### config.mk
export PLATFORM = sky130hd
export DESIGN_NAME = branch_cmp_flat
export DESIGN_NICKNAME = d
export VERILOG_FILES = /design/src/rtl/branch_cmp_if.sv /design/src/rtl/branch_cmp.sv /design/src/flat_wrapper.sv
export SDC_FILE = /design/constraint.sdc
export NUM_CORES = 1
export LEC_CHECK = 0
export BUFFER_PORTS_ARGS = -buffer_cell sky130_fd_sc_hd__buf_2
export CAP_MARGIN = 20
export CORE_AREA = 10 10 54 66
export CTS_CLUSTER_SIZE = 14
export DETAILED_ROUTE_END_ITERATION = 10
export DIE_AREA = 0 0 64 76
export PLACE_DENSITY = 0.89
export SLEW_MARGIN = 20
export SYNTH_ARGS = -nofsm -noshare
export SYNTH_HDL_FRONTEND = slang
export SYNTH_SLANG_ARGS = --single-unit
### constraint.sdc
create_clock -name clk -period 1.1 [get_ports clk]
set_clock_uncertainty 0.15 [all_clocks]
set_input_delay 0.11 -clock clk [delete_from_list [all_inputs] [get_ports clk]]
set_output_delay 0.11 -clock clk [all_outputs]
set_load 0.01 [all_outputs]
### src/rtl/branch_cmp_if.sv
// Operand/result bundle between the execute-stage operand mux and the branch comparator.
// The master drives the operands and opcode. The slave returns the registered result.
interface branch_cmp_if #(
  parameter int XLEN = 32
);
  logic            in_valid;
  logic [XLEN-1:0] rs1_d;
  logic [XLEN-1:0] rs2_d;
  logic [2:0]      cmp_op;
  logic            out_valid;
  logic            b;
  logic            err;

  modport master (
    output in_valid, rs1_d, rs2_d, cmp_op,
    input  out_valid, b, err
  );

  modport slave (
    input  in_valid, rs1_d, rs2_d, cmp_op,
    output out_valid, b, err
  );
endinterface

### src/rtl/branch_cmp.sv
// RV32I branch-condition comparator (BEQ/BNE/BLT/BGE/BLTU/BGEU) with a one-cycle registered result.
// Optional feature macro: CMP_ILLEGAL_OP_EN flags reserved opcodes on err; otherwise err is tied to 0.
module branch_cmp #(
  parameter int XLEN = 32
) (
  input  logic        clk,
  input  logic        rst_n,
  branch_cmp_if.slave bus
);

  typedef enum logic [2:0] {
    OP_EQ  = 3'd0,
    OP_NE  = 3'd1,
    OP_LT  = 3'd2,
    OP_GE  = 3'd3,
    OP_LTU = 3'd4,
    OP_GEU = 3'd5
  } cmp_op_e;

  logic eq;
  logic lt_u;
  logic lt_s;
  logic b_d;
  logic b_q;
  logic out_valid_q;

  // One equality and one magnitude comparator; signed less-than reuses the unsigned result
  // whenever the sign bits agree.
  assign eq   = (bus.rs1_d == bus.rs2_d);
  assign lt_u = (bus.rs1_d <  bus.rs2_d);
  assign lt_s = (bus.rs1_d[XLEN-1] != bus.rs2_d[XLEN-1]) ? bus.rs1_d[XLEN-1] : lt_u;

  always_comb begin
    b_d = 1'b0;
    case (bus.cmp_op)
      OP_EQ:   b_d = eq;
      OP_NE:   b_d = ~eq;
      OP_LT:   b_d = lt_s;
      OP_GE:   b_d = ~lt_s;
      OP_LTU:  b_d = lt_u;
      OP_GEU:  b_d = ~lt_u;
      default: b_d = 1'b0;
    endcase
  end

  always_ff @(posedge clk or negedge rst_n) begin
    if (!rst_n) begin
      b_q         <= 1'b0;
      out_valid_q <= 1'b0;
    end else begin
      b_q         <= b_d;
      out_valid_q <= bus.in_valid;
    end
  end

  assign bus.b         = b_q;
  assign bus.out_valid = out_valid_q;

`ifdef CMP_ILLEGAL_OP_EN
  logic err_d;
  logic err_q;

  // Opcodes 6 and 7 are the only ones with both upper bits set.
  assign err_d = bus.in_valid & bus.cmp_op[2] & bus.cmp_op[1];

  always_ff @(posedge clk or negedge rst_n) begin
    if (!rst_n) begin
      err_q <= 1'b0;
    end else begin
      err_q <= err_d;
    end
  end

  assign bus.err = err_q;
`else
  assign bus.err = 1'b0;
`endif

endmodule

### src/flat_wrapper.sv
// flat-port wrapper written by rule: the top's interface ports become plain ports
module branch_cmp_flat 
#(
  parameter int XLEN = 32
)
  (clk, rst_n, bus_in_valid, bus_rs1_d, bus_rs2_d, bus_cmp_op, bus_out_valid, bus_b, bus_err);
  branch_cmp_if #(.XLEN(XLEN)) bus_i ();
  input  logic clk;
  input  logic rst_n;
  input wire logic [$bits(bus_i.in_valid)-1:0] bus_in_valid;
  input wire logic [$bits(bus_i.rs1_d)-1:0] bus_rs1_d;
  input wire logic [$bits(bus_i.rs2_d)-1:0] bus_rs2_d;
  input wire logic [$bits(bus_i.cmp_op)-1:0] bus_cmp_op;
  output wire logic [$bits(bus_i.out_valid)-1:0] bus_out_valid;
  output wire logic [$bits(bus_i.b)-1:0] bus_b;
  output wire logic [$bits(bus_i.err)-1:0] bus_err;
  assign bus_i.in_valid = bus_in_valid;
  assign bus_i.rs1_d = bus_rs1_d;
  assign bus_i.rs2_d = bus_rs2_d;
  assign bus_i.cmp_op = bus_cmp_op;
  assign bus_out_valid = bus_i.out_valid;
  assign bus_b = bus_i.b;
  assign bus_err = bus_i.err;
  branch_cmp #(.XLEN(XLEN)) u_core (.clk(clk), .rst_n(rst_n), .bus(bus_i));
endmodule
==> metrics, run 1 <==
Distinct cells, synth 28; CTS tree built; Reg clk slew, reported paths about 0.03 ns; largest net degree at the start of global routing 6; Most used DFF post-synth dfrtp_1; Synth top area share 41.7%; clock share of power 20.9%; Max Clk Rate 0.535 GHz; Die Y around 76 um; internal power between 0.5 and 0.6 mW; Iteration-0 DRC Markers 36; H-tree depth 1; Register Area 50.0 sq um; FF+latch count, synth 2; met3 wire length ~250 um; final setup TNS -0.768 ns; routed wire length 3.57 mm; Net Switching 0.288 mW; Static Leak 0.926 nW; largest family of logic cells by synthesized area adder cells; worst vdd ir approximately 470 uV; Gate Count Post-Synth around 130; WL/cell around 14 um; FILL cells 188; Final ANT Viol Nets 0; clock sink total 2; status finished with violations; num rows 20; XOR/XNOR Fraction of Synth Area less than 1%; vias in the first global route ~1300; cell area after synthesis 960 sq um; first-pass GRT wire length about 5.8 mm; drt first pass iters 4; # port buffers 71; Crit Path Category in2reg; Sw Share around 36%; RSZ-0062 raised after global routing true; CP Launch Type primary input; post-synthesis mux area share 0%; post-synthesis async set-or-reset flop share 100%; full die area a little under 0.005 sq mm; Via density about 4.9; sequential area share after synthesis between 5 and 6%; period utilization 170%; Synth Area in Adders about two fifths; fin crit period 1.87 ns; met1 WL ~1.2 mm; layout cells sized above 1 a little under half; most common cell after layout, fill and taps aside buf_2; DP HPWL 2.72 mm; leading cell types in the layout, fill and taps excluded buf_2, inv_1, ha_1; Critical Path Fanout Max 4; layout net count approximately 320; max-slew violation count 0; Overflow after GRT 0; Syn Nets between 200 and 250; gr usage total between 10% and 20%; number of diodes 0; Ports between 70 and 80; worst hold path type in2async; synthesis warning total 0; die width 64 um; Starting Density between 40 and 50%; Setup crit end kind flip-flop; pwr dens 486 mW/mm^2; final core utilization between 60% and 70%; endpoints failing setup 1; failing checks negative setup slack; TritonCTS buffer count 3; CORE AREA ~0.0024 sq mm; Yosys top cell by area ha_1; Critical Path AT about 1.8 ns; Area contributors post-synth ha_1, inv_1, a21oi_1; Post-synth EDFFs 0; Final Hold Fails 0; Synth Area in Compound Gates between 10% and 20%; Bufs on Longest Clock Path 2; initial antenna violation count 0; power share of the combinational group roughly 70%; WL met2 ~1.9 mm; clock root cell clkbuf_4; Req. time, crit path roughly 1.1 ns; DRC violations left 0; Post-Synth Simple-Gate Area 19.9%; Reg power frac between 10 and 15%; Top Metal Used met4; number of max-cap violations 0; Post-Syn Area per Cell between 7 and 8 sq um; fin worst setup slack -0.768 ns; total number of vias 1229; area of the multi-input gates roughly 900 sq um; RD Place Congestion 0.798; Area Overhead vs Synth 71.1%
==> Yosys cell counts (2+ instances only) <==
master	instances
dfrtp_1	2
nand4_1	7
o21ai_0	4
nor2_1	3
inv_1	33
a2111o_1	2
or4_1	2
a221oi_1	2
nand3_1	3
ha_1	32
nor3_1	2
a21oi_1	14
o211ai_1	2
nand2_1	9
==> logic make-up after synthesis <==
family,after synthesis
buf+inv,34
simple gates,33
fa+ha+maj,32
compound gates,28
flops,2
xor+xnor,1
other cells,1
==> state kept, by name (all words and copies together) (netlist names) <==
signal,count
u_core.bus.b,1
u_core.bus.out_valid,1
==> stage by stage <==
step	cells	setup slack (ns)	total power, mW	area (sq um)	hold slack (ns)
2_1_floorplan	131	-0.871	0.330	997	-0.336
3_3_place_gp	244	-1.01	0.540	1460	-0.253
3_5_place_dp	244	-1.06	0.553	1460	-0.250
4_1_cts	250	-0.774	0.799	1640	0.0589
5_1_grt	250	-0.848	0.895	1640	0.0566
6_report	250	-0.768	0.798	1640	0.0638
==> layout make-up <==
cell class | instances | share of cell area (%)
Multi-Input combinational cell | 95 | 54.6
Clock buffer | 3 | 1.37
Inverter | 33 | 7.55
Sequential cell | 2 | 3.05
Timing Repair Buffer | 84 | 30.9
Tap cell | 33 | 2.52
==> power by group through the flow <==
stage | Sequential [mW] | Combinational [mW] | Clock, mW
6_report | 0.0822 | 0.549 | 0.167
5_1_grt | 0.0823 | 0.624 | 0.189
4_1_cts | 0.0821 | 0.539 | 0.178
3_5_place_dp | 0.0829 | 0.470 | 0
3_3_place_gp | 0.0825 | 0.457 | 0
2_1_floorplan | 0.0870 | 0.243 | 0
==> layer usage <==
metal	GRT usage, %	vias up
li1	-	634
met4	6.58	0
met3	4.71	10
met2	27.9	54
met1	12.9	531
met5	0	-
==> worst max-delay path, stage by stage <==
cell and delay [ns]:
buf_2 0.08, inv_1 0.05, ha_4 0.28, nand4_4 0.11, or4_4 0.58, nor3_2 0.21
nor4b_1 0.08, a2111o_1 0.34
==> path summary, 6_finish.rpt <==
kind / from / to / slack, ns / cells past startpoint
min in group clk: bus_cmp_op[1] / u_core.bus.b / 0.21 / 4
hold / removal: rst_n / u_core.bus.b / 0.06 / 2
max in group asynchronous: rst_n / u_core.bus.out_valid / 0.63 / 2
setup / recovery: bus_rs2_d[31] / u_core.bus.b / -0.77 / 8
==> repair_timing <==
action / 4_1_cts / 5_1_grt
hold buffers: 2 / 0
hold endpoints to repair: 3 / 0
endpoints found under the setup margin: 1 / 1
buffers inserted: 1 / 0
cloned: 0 / 0
pin swaps: 14 / 1
gates resized for setup: 21 / 0
Note: power is estimated with default switching activity, not from simulation.
==> run 2, diff against run 1 <==
--- a/config.mk
+++ b/config.mk
@@ -5,13 +5,14 @@
 export SDC_FILE = /design/constraint.sdc
 export NUM_CORES = 1
 export LEC_CHECK = 0
+export ABC_AREA = 1
 export BUFFER_PORTS_ARGS = -buffer_cell sky130_fd_sc_hd__buf_2
 export CAP_MARGIN = 20
-export CORE_AREA = 10 10 54 66
+export CORE_AREA = 10 10 54 67
 export CTS_CLUSTER_SIZE = 14
 export DETAILED_ROUTE_END_ITERATION = 10
-export DIE_AREA = 0 0 64 76
-export PLACE_DENSITY = 0.89
+export DIE_AREA = 0 0 64 77
+export PLACE_DENSITY = 0.92
 export SLEW_MARGIN = 20
 export SYNTH_ARGS = -nofsm -noshare
 export SYNTH_HDL_FRONTEND = slang
==> run 2 against run 1 <==
Net effect:
- synthesized cell count rose by 31%
- non-clock buffer count fell by 8
- first-iteration DRC count rose by 130%
- combinational power rose by 62%
- core utilization rose by 22 points
- highest routed layer unchanged
- critical path depth rose by 6
- sequential power rose by 3.3%
- the flow still finishes with violations (negative setup slack)
- sequential share of layout area fell by 0.73 points
==> metrics, run 2 <==
status finished with violations; failing checks negative setup slack; Sw Share 44.0% (+7.9 points); DP HPWL 2.95 mm (+8.4%); TritonCTS buffer count 3 (unchanged); routed wire length 5.52 mm (+55%); FF+latch count, synth 2 (unchanged); cell area after synthesis 0.00104 sq mm (+8.1%); M1 GR Usage 15.3% (+2.4 points); WHS 0.0570 ns (-0.00675 ns); number of max-cap violations 0 (unchanged); Reg clk slew, reported paths 0.04 ns (about the same); pre-CTS WS -0.551 ns (+0.506 ns); worst hold path type in2async; Overflow after GRT 0 (unchanged); Post-Syn Area per Cell 6.07 sq um (-17%); Reg power frac 7.3% (-3.0 points); Ports 73 (unchanged); FILL cells 102 (-46%); Syn Nets 273 (+17%); initial antenna violation count 0 (unchanged); Crit Path Category in2reg; total number of vias 1557 (+27%); pwr dens 542 mW/mm^2 (+12%); Area contributors post-synth ha_1, inv_1, nand2_1; Yosys top cell by area ha_1; Distinct cells, synth 18 (-36%); Final Hold Fails 0 (unchanged); fin worst setup slack -0.453 ns (+0.315 ns); Final ANT Viol Nets 0 (unchanged); Critical Path AT 1.54 ns (-0.29 ns); leading cell types in the layout, fill and taps excluded buf_2, ha_4, nand2_1; area of the multi-input gates 0.00130 sq mm (+45%); internal power 0.655 mW (+28%); num rows 20 (unchanged); met3 track demand over resource 4.94% (+0.24 points); drt first pass iters 4 (unchanged); clock sink total 2 (unchanged); GRT met2 Usage 34.0% (+6.1 points); Iteration-0 DRC Markers 84 (+130%); most common cell after layout, fill and taps aside buf_2; Via density 5.52 (+12%); Bufs on Longest Clock Path 2 (unchanged); number of setup buffers added after CTS 0 (-1); sequential area share after synthesis 4.83% (-0.39 points); WL/cell 19.6 um (+37%); Gate Count Post-Synth 171 (+31%); die width 64 um (unchanged); synthesis warning total 0 (unchanged); period utilization 141% (-29 points); Static Leak 1.09 nW (+17%); vias in the first global route 1638 (+23%); Req. time, crit path 1.08 ns (+0.02 ns); H-tree depth 1 (unchanged); post-synthesis async set-or-reset flop share 100% (unchanged); RSZ-0062 raised after global routing true; Starting Density 43.6% (+3.3 points); most common library cells after synthesis inv_1, nand2_1, ha_1; power share of the combinational group 76.1% (+7.3 points); Net Switching 0.514 mW (+78%); CORE AREA 0.00238 sq mm (unchanged); Max Clk Rate 0.644 GHz (+20%); Critical Path Fanout Max 2 (-2); fin crit period 1.55 ns (-0.315 ns); Final Instance Area 0.00215 sq mm (+31%); layout net count 353 (+10%); Die Y 77 um (+1.3%); layout cells sized above 1 70.3% (+23 points); Synth top area share 38.6% (-3.1 points); # port buffers 71 (unchanged); CP Launch Type primary input; count leader, synth inv_1; Post-synth EDFFs 0 (unchanged); Most Crowded Layer GR met2; worst vdd ir 305 uV (-35%); final core utilization 90.6% (+22 points); full die area 0.00493 sq mm (+1.3%); largest net degree at the start of global routing 5 (-1); number of diodes 0 (unchanged); max-slew violation count 0 (unchanged); Most used DFF post-synth dfrtp_1; Post-DP Area 0.00173 sq mm (+19%); Register Area 50.0 sq um (unchanged); endpoints failing setup 1 (unchanged); first-pass GRT wire length 7.12 mm (+23%); gr usage total 17.4% (+2.9 points); DRC violations left 0 (unchanged); clock share of power 16.6% (-4.3 points); RD Place Congestion 0.812 (+1.8%); Setup crit end kind flip-flop; clock root cell clkbuf_4; Area Overhead vs Synth 108%; CTS tree built
==> run 2: layer usage <==
layer,wire length (um),vias up
met5,0,-
met1,1840,710
met4,295,0
li1,-,687
met2,2880,122
met3,500,38
==> run 2: repair_timing <==
item / in CTS / in global routing
pin swaps: 60 / 22
resized for setup: 59 / 27
hold endpoints to repair: 3 / 0
hold buffers: 2 / 0
endpoints found under the setup margin: 1 / 1
==> run 2: critical path: stages <==
cell     delay (ns)
buf_6          0.07
inv_2          0.04
ha_4           0.27
nand2_2        0.07
nor2_2         0.13
nand4_1        0.11
nor2_1         0.21
nand3_1        0.12
nand2_1        0.09
a21oi_1        0.05
inv_1          0.07
nand2_1        0.06
inv_1          0.07
nand2_1        0.07
==> run 2: cell type report <==
cell class | count | share of cell area [%]
clock buffer | 3 | 1.05
multi-input combinational | 122 | 60.3
timing repair buffer | 76 | 25.0
tap | 33 | 1.92
inverter | 46 | 9.41
sequential | 2 | 2.32
==> run 2: power by group through the flow <==
stage	logic [mW]	clock network [mW]	registers, mW
2_1_floorplan	0.337	0	0.0872
3_3_place_gp	0.552	0	0.0828
3_5_place_dp	0.581	0	0.0832
4_1_cts	0.749	0.172	0.0824
5_1_grt	0.947	0.193	0.0842
6_report	0.889	0.195	0.0849
==> run 2: kinds of logic after synthesis <==
logic type | synth area share (%)
compound gates | 10.9
fa+ha+maj | 38.6
buf+inv | 17.4
flops | 4.83
other cells | 0.362
simple gates | 28.0
==> run 2: final timing paths <==
kind                                from                   end  cells past startpoint
max in group asynchronous          rst_n  u_core.bus.out_valid                      2
min in group clk           bus_cmp_op[2]          u_core.bus.b                      4
hold / removal                     rst_n          u_core.bus.b                      2
setup / recovery            bus_rs2_d[7]          u_core.bus.b                     14
==> run 2: stage by stage <==
step	power [mW]	TNS, ns	cells
after floorplan	0.424	-0.291	171
after global placement	0.634	-0.502	277
after detailed placement	0.664	-0.551	277
after CTS	1.00	-0.223	282
after global routing	1.22	-0.475	282
final	1.17	-0.453	282
==> run 3, diff against run 2 <==
--- a/config.mk
+++ b/config.mk
@@ -8,11 +8,11 @@
 export ABC_AREA = 1
 export BUFFER_PORTS_ARGS = -buffer_cell sky130_fd_sc_hd__buf_2
 export CAP_MARGIN = 20
-export CORE_AREA = 10 10 54 67
-export CTS_CLUSTER_SIZE = 14
+export CORE_AREA = 10 10 60 62
+export CTS_CLUSTER_SIZE = 12
 export DETAILED_ROUTE_END_ITERATION = 10
-export DIE_AREA = 0 0 64 77
-export PLACE_DENSITY = 0.92
+export DIE_AREA = 0 0 70 72
+export PLACE_DENSITY = 0.89
 export SLEW_MARGIN = 20
 export SYNTH_ARGS = -nofsm -noshare
 export SYNTH_HDL_FRONTEND = slang
==> run 3 against run 2 <==
Net effect:
- the run still ends with negative setup slack left
- critical path depth shrank 2
- critical path type unchanged
- sequential share of layout area increased by 0.26 points
- hold slack worse by 0.014 ns
- highest routed layer unchanged
- total power is 19% lower
- flip-flop and latch count did not move
- maximum frequency rose by 11%
==> metrics, run 3 (same netlist as run 2, synthesis figures left out) <==
status finished with violations; failing checks negative setup slack; WHS 0.0432 ns (-0.0138 ns); clock share of power 17.6% (+1.0 points); pre-CTS WS -0.544 ns (+0.00737 ns); crit path from bus_rs2_d[23]; Area Overhead vs Synth 86.7%; fin worst setup slack -0.296 ns (+0.157 ns); die width 70 um (+9.4%); Starting Density 42.6% (-0.99 points); RSZ-0062 raised after global routing true; vias in the first global route 1354 (-17%); num rows 18 (-10%); largest net degree at the start of global routing 5 (unchanged); leading cell types in the layout, fill and taps excluded buf_2, nand2_1, inv_1; pwr dens 489 mW/mm^2 (-9.9%); initial antenna violation count 0 (unchanged); DP HPWL 2.94 mm (-0.38%); Post-DP Area 0.00173 sq mm (-0.22%); Power, Total 0.946 mW (-19%); CORE AREA 0.00243 sq mm (+2.3%); worst vdd ir 378 uV (+24%); Sw Share 40.2% (-3.8 points); clock root cell clkbuf_4; Die Y 72 um (-6.5%); DRC violations left 0 (unchanged); total number of vias 1276 (-18%); layout net count 354 (+0.28%); fin crit period 1.40 ns (-0.157 ns); layout cells sized above 1 61.6% (-8.7 points); H-tree depth 1 (unchanged); most common cell after layout, fill and taps aside buf_2; Bufs on Longest Clock Path 2 (unchanged); Max Clk Rate 0.716 GHz (+11%); TritonCTS buffer count 3 (unchanged); gr usage total 12.2% (-5.2 points); Crit Path Category in2reg; final setup TNS -0.296 ns (+0.157 ns); Critical Path Fanout Max 3 (+1); routed wire length 3.27 mm (-41%); number of diodes 0 (unchanged); Setup crit end kind flip-flop; full die area 0.00504 sq mm (+2.3%); Net Switching 0.380 mW (-26%); Final Hold Fails 0 (unchanged); WL/cell 11.7 um (-40%); number of max-cap violations 0 (unchanged); CP Launch Type primary input; endpoints failing setup 1 (unchanged); Req. time, crit path 1.06 ns (-0.02 ns); Critical Path AT 1.36 ns (-0.18 ns); power share of the combinational group 73.6% (-2.5 points); Static Leak 1.04 nW (-4.4%); max-slew violation count 0 (unchanged); Overflow after GRT 0 (unchanged); Final Instance Count excl. Fillers 280 (-0.71%); RD Place Congestion 0.819 (+0.83%); final core utilization 79.6% (-11 points); Final ANT Viol Nets 0 (unchanged); CP endpoint u_core.bus.b; Iteration-0 DRC Markers 31 (-63%); Cell Count Post-Placement 274 (-1.1%); drt first pass iters 4 (unchanged); Via density 4.56 (-17%); # port buffers 71 (unchanged); Ports 73 (unchanged); CTS tree built; period utilization 127% (-14 points); internal power 0.566 mW (-14%); first-pass GRT wire length 5.38 mm (-24%); Final Instance Area 0.00194 sq mm (-10%); Reg clk slew, reported paths 0.03 ns (about the same); worst hold path type in2async; Reg power frac 8.7% (+1.4 points); clock sink total 2 (unchanged)
[run 3: cell types whose count changed in the layout (fill, tap and decap cells not counted), moves of 3 or more]
| cell | previous run | this run |
|---|---|---|
| a21oi_2 | 11 | 7 |
| buf_6 | 22 | 7 |
| ha_4 | 26 | 21 |
| inv_1 | 21 | 24 |
| buf_2 | 48 | 63 |
| nand2_2 | 20 | 17 |
| nand2_4 | 3 | 0 |
| a21oi_1 | 4 | 8 |
| nand2_1 | 24 | 30 |
| ha_1 | 6 | 11 |
[run 3: routing by layer]
| metal | up-vias | track usage (%) | wire length, um |
|---|---|---|---|
| met5 | - | 0 | 0 |
| met4 | 0 | 2.85 | 35 |
| met3 | 4 | 4.22 | 245 |
| met2 | 44 | 23.6 | 1710 |
| met1 | 540 | 12.2 | 1280 |
| li1 | 688 | - | - |
[run 3: cell type report]
cell class	instances	area, sq um
clock buffers	3	22.5
fillers	181	495
inverters	46	198
multi-input cells	122	1180
flip-flops and latches	2	50.0
well taps	30	37.5
repair buffers	77	452
[run 3: timing repair]
item	CTS	global route
pin swaps	23	23
setup buffers	0	1
cloned	0	0
setup endpoints to repair	1	1
hold endpoints to repair	3	0
gates resized for setup	19	23
hold buffers	2	0
[run 3: worst min path at each step]
stage                                      end  startpoint  slack [ns]
after floorplan                   u_core.bus.b       rst_n       -0.34
after global placement    u_core.bus.out_valid       rst_n       -0.25
after detailed placement  u_core.bus.out_valid       rst_n       -0.25
after CTS                 u_core.bus.out_valid       rst_n        0.04
after global routing      u_core.bus.out_valid       rst_n        0.05
final                     u_core.bus.out_valid       rst_n        0.04
[run 3: power by group through the flow]
| stage | sequential [mW] | combinational (mW) | clock (mW) |
|---|---|---|---|
| final | 0.0825 | 0.697 | 0.167 |
| after global routing | 0.0833 | 0.786 | 0.178 |
| after CTS | 0.0825 | 0.641 | 0.169 |
| after detailed placement | 0.0833 | 0.582 | 0 |
| after global placement | 0.0828 | 0.554 | 0 |
| after floorplan | 0.0872 | 0.337 | 0 |
[run 3: critical path, stage by stage]
cell,delay [ns]
buf_2,0.11
inv_4,0.05
ha_4,0.20
a21oi_2,0.12
o21a_1,0.14
nand2_2,0.08
a21oi_4,0.19
nand2_1,0.07
nand2_1,0.06
nand2_1,0.05
a21oi_1,0.11
nand2_1,0.07
